**src/rtl/timer_irq.sv**
```systemverilog
// timer_irq: programmable interval timer driving one CPU interrupt input.
// A config strobe loads tick period (2^base cycles) and threshold (umbral
// ticks); each time the threshold is reached a latched irq is raised and
// held until the CPU acknowledges it. A fire while irq is still pending
// sets the sticky overrun flag.
module timer_irq #(
    parameter int unsigned PRESC_W = 8,
    parameter int unsigned CNT_W   = 6
) (
    input  logic             clk,
    input  logic             reset,
    input  logic             cfg_we,
    input  logic             cfg_enable,
    input  logic [2:0]       cfg_base,
    input  logic [CNT_W-1:0] cfg_umbral,
    input  logic             irq_ack,
    output logic             irq,
    output logic             overrun,
    output logic [CNT_W-1:0] count
);

    typedef enum logic {
        IDLE = 1'b0,
        RUN  = 1'b1
    } state_t;

    localparam logic [PRESC_W-1:0] PRESC_ONES = '1;

    state_t             state, state_nx;
    logic [PRESC_W-1:0] presc, presc_nx, presc_lim;
    logic [CNT_W-1:0]   count_r, count_nx;
    logic [CNT_W-1:0]   umbral_r;
    logic [2:0]         base_r;
    logic               irq_r, ovr_r;
    logic               tick, fire;

    // Terminal prescaler value 2^base_r - 1 as a low-order mask of ones.
    always_comb begin
        presc_lim = ~(PRESC_ONES << base_r);
    end

    // Next-state and counter logic; a config strobe overrides ticking.
    always_comb begin
        state_nx = state;
        presc_nx = presc;
        count_nx = count_r;
        tick     = 1'b0;
        fire     = 1'b0;
        if (cfg_we) begin
            state_nx = cfg_enable ? RUN : IDLE;
            presc_nx = '0;
            count_nx = '0;
        end else if (state == RUN) begin
            tick     = (presc == presc_lim);
            presc_nx = tick ? '0 : presc + PRESC_W'(1);
            if (tick && (umbral_r != '0)) begin
                if (count_r == umbral_r - CNT_W'(1)) begin
                    fire     = 1'b1;
                    count_nx = '0;
                end else begin
                    count_nx = count_r + CNT_W'(1);
                end
            end
        end
    end

    // State register.
    always_ff @(posedge clk or posedge reset) begin
        if (reset) begin
            state <= IDLE;
        end else begin
            state <= state_nx;
        end
    end

    // Configuration and counter registers.
    always_ff @(posedge clk or posedge reset) begin
        if (reset) begin
            base_r   <= '0;
            umbral_r <= '0;
            presc    <= '0;
            count_r  <= '0;
        end else begin
            if (cfg_we) begin
                base_r   <= cfg_base;
                umbral_r <= cfg_umbral;
            end
            presc   <= presc_nx;
            count_r <= count_nx;
        end
    end

    // Interrupt request and sticky overrun; a fire coinciding with an ack
    // keeps irq asserted while the ack still clears overrun.
    always_ff @(posedge clk or posedge reset) begin
        if (reset) begin
            irq_r <= 1'b0;
            ovr_r <= 1'b0;
        end else if (irq_ack && irq_r) begin
            irq_r <= fire;
            ovr_r <= 1'b0;
        end else if (fire) begin
            irq_r <= 1'b1;
            if (irq_r) begin
                ovr_r <= 1'b1;
            end
        end
    end

    assign irq     = irq_r;
    assign overrun = ovr_r;
    assign count   = count_r;

endmodule
```
**config.mk**
```make
export PLATFORM = sky130hd
export DESIGN_NAME = timer_irq
export DESIGN_NICKNAME = d
export VERILOG_FILES = /design/src/rtl/timer_irq.sv
export SDC_FILE = /design/constraint.sdc
export NUM_CORES = 1
export LEC_CHECK = 0
export CORE_MARGIN = 2
export CORE_UTILIZATION = 53
export DETAILED_ROUTE_END_ITERATION = 16
export GPL_ROUTABILITY_DRIVEN = 0
export GPL_TIMING_DRIVEN = 0
export HOLD_SLACK_MARGIN = 0.1
export PLACE_DENSITY = 0.74
export REMOVE_ABC_BUFFERS = 1
export SLEW_MARGIN = 20
export SYNTH_ARGS = -nofsm -noshare
export SYNTH_HDL_FRONTEND = slang
export SYNTH_SLANG_ARGS = --single-unit
```
**constraint.sdc**
```tcl
create_clock -name clk -period 2.3 [get_ports clk]
set_input_delay 0.46 -clock clk [delete_from_list [all_inputs] [get_ports clk]]
set_output_delay 0.46 -clock clk [all_outputs]
set_load 0.01 [all_outputs]
```
Word-level counts from Yosys, hierarchy flattened
Cells that the tools add are included.
{"block": "classes", "n_addsub": 3, "eq_ne": 2, "n_shift": 1, "mux": 17, "n_bitwise": 1, "n_reduce_logical": 9}
{"cell": "$mux W6", "n": 4}
{"cell": "$mux W8", "n": 3}
{"cell": "$mux W1", "n": 10}
{"cell": "$add A8 B1 Y8 const B", "n": 1}
{"cell": "$eq A8 B8 Y1", "n": 1}
{"cell": "$not A8 Y8", "n": 1}
{"cell": "$reduce_bool A2 Y1", "n": 4}
{"cell": "$shl A8 B3 Y8 const A", "n": 1}
{"cell": "$add A6 B1 Y6 const B", "n": 1}
{"cell": "$eq A6 B6 Y1", "n": 1}
{"cell": "$reduce_bool A6 Y1", "n": 1}
{"cell": "$sub A6 B1 Y6 const B", "n": 1}
{"cell": "$reduce_and A2 Y1", "n": 2}
{"cell": "$logic_and A1 B1 Y1", "n": 2}
{"block": "totals", "register_bits": 26, "input_bits": 14, "output_inout_bits": 8, "elab_cells": 40}

Depth between registers and ports, before layout
{"block": "depth", "word_depth": 9, "depth_mapped": 8, "mapped_depth_nobuf": 8}

Worst setup path before layout
No wires, ideal clock.
{"block": "synth_path", "path_type": "register -> register", "start": "register base_r[1]", "end": "register count_r[3], in the netlist count[3]", "setup_ns": 0.087, "arrival_time_ns": 1.855, "required_time_ns": 2.213, "slack_ns": 0.359, "stages_incl_launch_ff": 8, "n_path_buf": 1, "synth_period_minus_slack_ns": 1.941, "path_cell_list": "dfrtp_1 buf_6 nor2_1 or4b_1 a311oi_2 and3_2 nand3_2 o211ai_1"}
{"block": "synth_between", "elab_chain_cells": 6}
{"item": "start: declaration", "line_no": "33", "source": "logic [2:0] base_r;"}
{"item": "start signal: assignment", "line_no": "85", "source": "base_r <= cfg_base;"}
{"item": "$shl A8 B3 Y8", "line_no": "39", "source": "presc_lim = ~(PRESC_ONES << base_r);"}
{"item": "$not A8 Y8", "line_no": "39"}
{"item": "$eq A8 B8 Y1", "line_no": "54", "source": "tick = (presc == presc_lim);"}
{"item": "$logic_and A1 B1 Y1", "line_no": "56", "source": "if (tick && (umbral_r != '0)) begin"}
{"item": "$reduce_bool A2 Y1 (no source line)"}
{"item": "$reduce_and A2 Y1 (no source line)"}
{"item": "end signal: assignment", "line_no": "89", "source": "count_r <= count_nx;"}
{"item": "end: declaration", "line_no": "31", "source": "logic [CNT_W-1:0] count_r, count_nx;"}
Every way passes these cells.
A chain may end at the register's enable or synchronous reset.

Worst setup path in the final report
{"block": "layout_path", "start": "register base_r[2]", "end": "register count_r[4], in the netlist count[4]"}
Same word-level chain as after synthesis.

==> impl_metrics.tcl <==
set metrics [dict create \
    status "completed" \
    critPathArrivalTime_ns 2.38 \
    num_vias 1312 \
    die_h_microns 57.69 \
    port_buffers 21 \
    synth_area_per_cell_sq_um 9.148 \
    synth_compound_area_share_pct 16.87 \
    reg2reg_depth 5 \
    synth_edf_count 0 \
    grt_start_max_net_pins 27 \
    path_clk_slew_ns 0.14 \
    clock-sinks 26 \
    row_count 19 \
    synth-xor-area-share_pct 6.306 \
    synthAdderAreaFrac_pct 3.276 \
    skew_ns 0.001969 \
    regArea_sq_um 653.1 \
    path_max_fanout 7 \
    r2r_start "base_r[2]" \
    clock.fmax_mhz 469.8 \
    r2r_end "count[4]" \
    overflow 0 \
    grt_pass1_vias 1315 \
    cts.htree.levels 1 \
    grt_first_pass_wirelength_microns 5664 \
    core_area_sq_um 2758 \
    crit_type "flop to flop" \
    period_share_pct 92.55 \
    drtIter0Drc 61 \
    reg2reg_slack_ns 0.17 \
    syn_to_final_growth_pct 19.16 \
    hp-start "irq" \
    insertion_delay_ns 0.32 \
    synthFlopType "dfrtp_1" \
    seq_area_frac_synth_pct 42.59 \
    cts_tree "done" \
    ctsHoldBuffers 0 \
    max-cap-violations 0 \
    dieWidth_microns 57.69 \
    routed_via_density 5.964 \
    setup-violations-final 0 \
    yosysUniqueCellTypes 39 \
    crit_required_ns 2.56 \
    cts-root-buf "clkbuf_4" \
    synth_top_area_share_pct 42.59 \
    multi_input_comb_area_sq_um 852.1 \
    antenna_left 0 \
    numCtsBuffers 3 \
    yosysTopAreaCell "dfrtp_1" \
    start_kind "flop" \
    p_total_uw 932.8 \
    die_area_sq_um 3328 \
    antenna_found_initial 0 \
    final.fill_count 246 \
    ir_drop_mv 0.3842 \
    diodes 0 \
    hold_viol_final 0 \
    worst_pin_slew_ns 0.9311 \
    min_period_ns 2.129 \
    synth.top_cells.by_area "dfrtp_1 43%, nand2_1 6.6%, xnor2_1 4.6%, mux2_2 3.7%, o21ai_0 3.6%" \
    rsz0062_at_grt "no" \
    ys_warn_count 0 \
    synth_area_sq_um 1528 \
    io_pins 22 \
    yosysMostFrequentCell "nand2_1" \
    synthCells 167 \
    initial_core_util_pct 55.40 \
    wl_per_cell_microns 14.60 \
    synth_top_family_by_area "simple AND/OR/NAND/NOR gates" \
    setup_tns_ns 0 \
    holdPathEnd "overrun" \
    leakage_uw 0.0007408 \
    ys_top_cells_by_count "27 x nand2_1, 26 x dfrtp_1, 11 x o21ai_0" \
    synthArstFlopShare_pct 100.0 \
    fin_nets 208 \
    dpl.hpwl_microns 2425 \
    min_path_cells 1 \
    drv_slew 0 \
    worst_hold_slack_ns 0.4878 \
    synth_simple_gate_area_share_pct 24.08 \
    drive_above_1_share_pct 11.64 \
    slew_headroom_pct 37.54 \
    end_kind "flop" \
    dr.pass1.iters 5 \
    hp-class "flop to flop" \
    power_per_cell_area_nw_per_um2 512.4 \
    ys_ff_latch 26 \
    routed_wl_microns 3212 \
    grtUsageTotal_pct 21.91 \
    synth.mux.area_fraction_pct 3.686 \
    clockBufferDepth 2 \
    drc_errors 0 \
    cts_setup_buffers 0 \
]
timing repair:
| action | in CTS | in global routing |
|---|---|---|
| gates resized for setup | 0 | 5 |
| endpoints found under the setup margin | 0 | 8 |
| hold endpoints to repair | 0 | 0 |
cells by family (layout without fill, tap and decap cells):
kind of cell	Yosys count	in the layout
buf+inv	11	33
simple gates	71	71
xor+xnor	11	11
fa+ha+maj	4	4
compound gates	39	39
mux	5	5
flops	26	26
registers in the layout, indices dropped and copies added, names as in the netlist:
| name | count |
|---|---|
| umbral_r | 6 |
| state | 1 |
| presc | 8 |
| count | 6 |
| base_r | 3 |
| irq | 1 |
| overrun | 1 |
per-stage QoR:
stage          setup WS, ns  util [%]  cells  cell area, sq um
2_1_floorplan        0.3462         -    164              1509
3_3_place_gp       -0.01178     63.75    216              1758
3_5_place_dp       -0.08216     63.75    216              1758
4_1_cts             0.09039     65.06    220              1794
5_1_grt             0.03235     66.02    220              1821
6_report             0.1714     66.02    220              1821
layer usage:
| layer | GRT usage, % | part of all wire (%) | vias up | wire, microns |
|---|---|---|---|---|
| met3 | 2.009 | 2.8 | 10 | 91 |
| met1 | 26.42 | 44 | 638 | 1409 |
| li1 | - | - | 638 | - |
| met5 | 0 | 0 | - | 0 |
| met4 | 12.29 | 3.0 | 0 | 95 |
| met2 | 38.31 | 50 | 26 | 1614 |
critical path, cell delays in order (launching register included):
cell and delay (ns):
dfrtp_1 0.47, or4b_1 0.60, a311oi_4 0.38, and3_2 0.30, nand3_2 0.12, o211ai_1 0.20
power breakdown:
| group | internal, uW | switching (uW) | total [uW] |
|---|---|---|---|
| Clock | 96.9 | 139 | 236 |
| Sequential | 483 | 35.5 | 519 |
| Combinational | 86.2 | 92.3 | 179 |
| Total | 666 | 267 | 933 |
final cells by class:
type / instances / share of cell area [%]
tap: 31 / 2.131
timing repair buffer: 21 / 11.55
multi-input combinational: 130 / 46.80
inverter: 8 / 1.649
clock buffer: 4 / 1.993
sequential: 26 / 35.88
how the worst max path moves through the flow:
stage | startpoint | endpoint | slack (ns)
6_report | base_r[2] | count[4] | 0.17
5_1_grt | base_r[1] | overrun | 0.03
4_1_cts | base_r[1] | overrun | 0.09
3_5_place_dp | cfg_we | presc[4] | -0.08
3_3_place_gp | cfg_we | presc[2] | -0.01
2_1_floorplan | base_r[1] | count[3] | 0.35
layout by cell type (no fill, tap or decap), types with 2 or more instances in the layout:
master	synthesis	final
a21oi_1	7	7
a31oi_1	5	5
and2_1	3	3
and3_1	3	3
and3_2	2	2
clkbuf_4	0	3
clkdlybuf4s50_1	0	21
dfrtp_1	26	24
dfrtp_2	0	2
ha_1	4	4
inv_1	8	7
mux2_2	5	5
nand2_1	27	27
nand2b_1	7	7
nand3_1	5	5
nand3_2	2	2
nand3b_1	2	2
nand4_1	2	2
nor2_1	6	6
nor2b_1	2	2
nor3_1	5	5
o2111ai_1	3	2
o211ai_1	3	3
o21ai_0	11	11
or2_2	2	2
xnor2_1	8	8
xor2_1	3	3
Power figures use the tool's default switching activity.
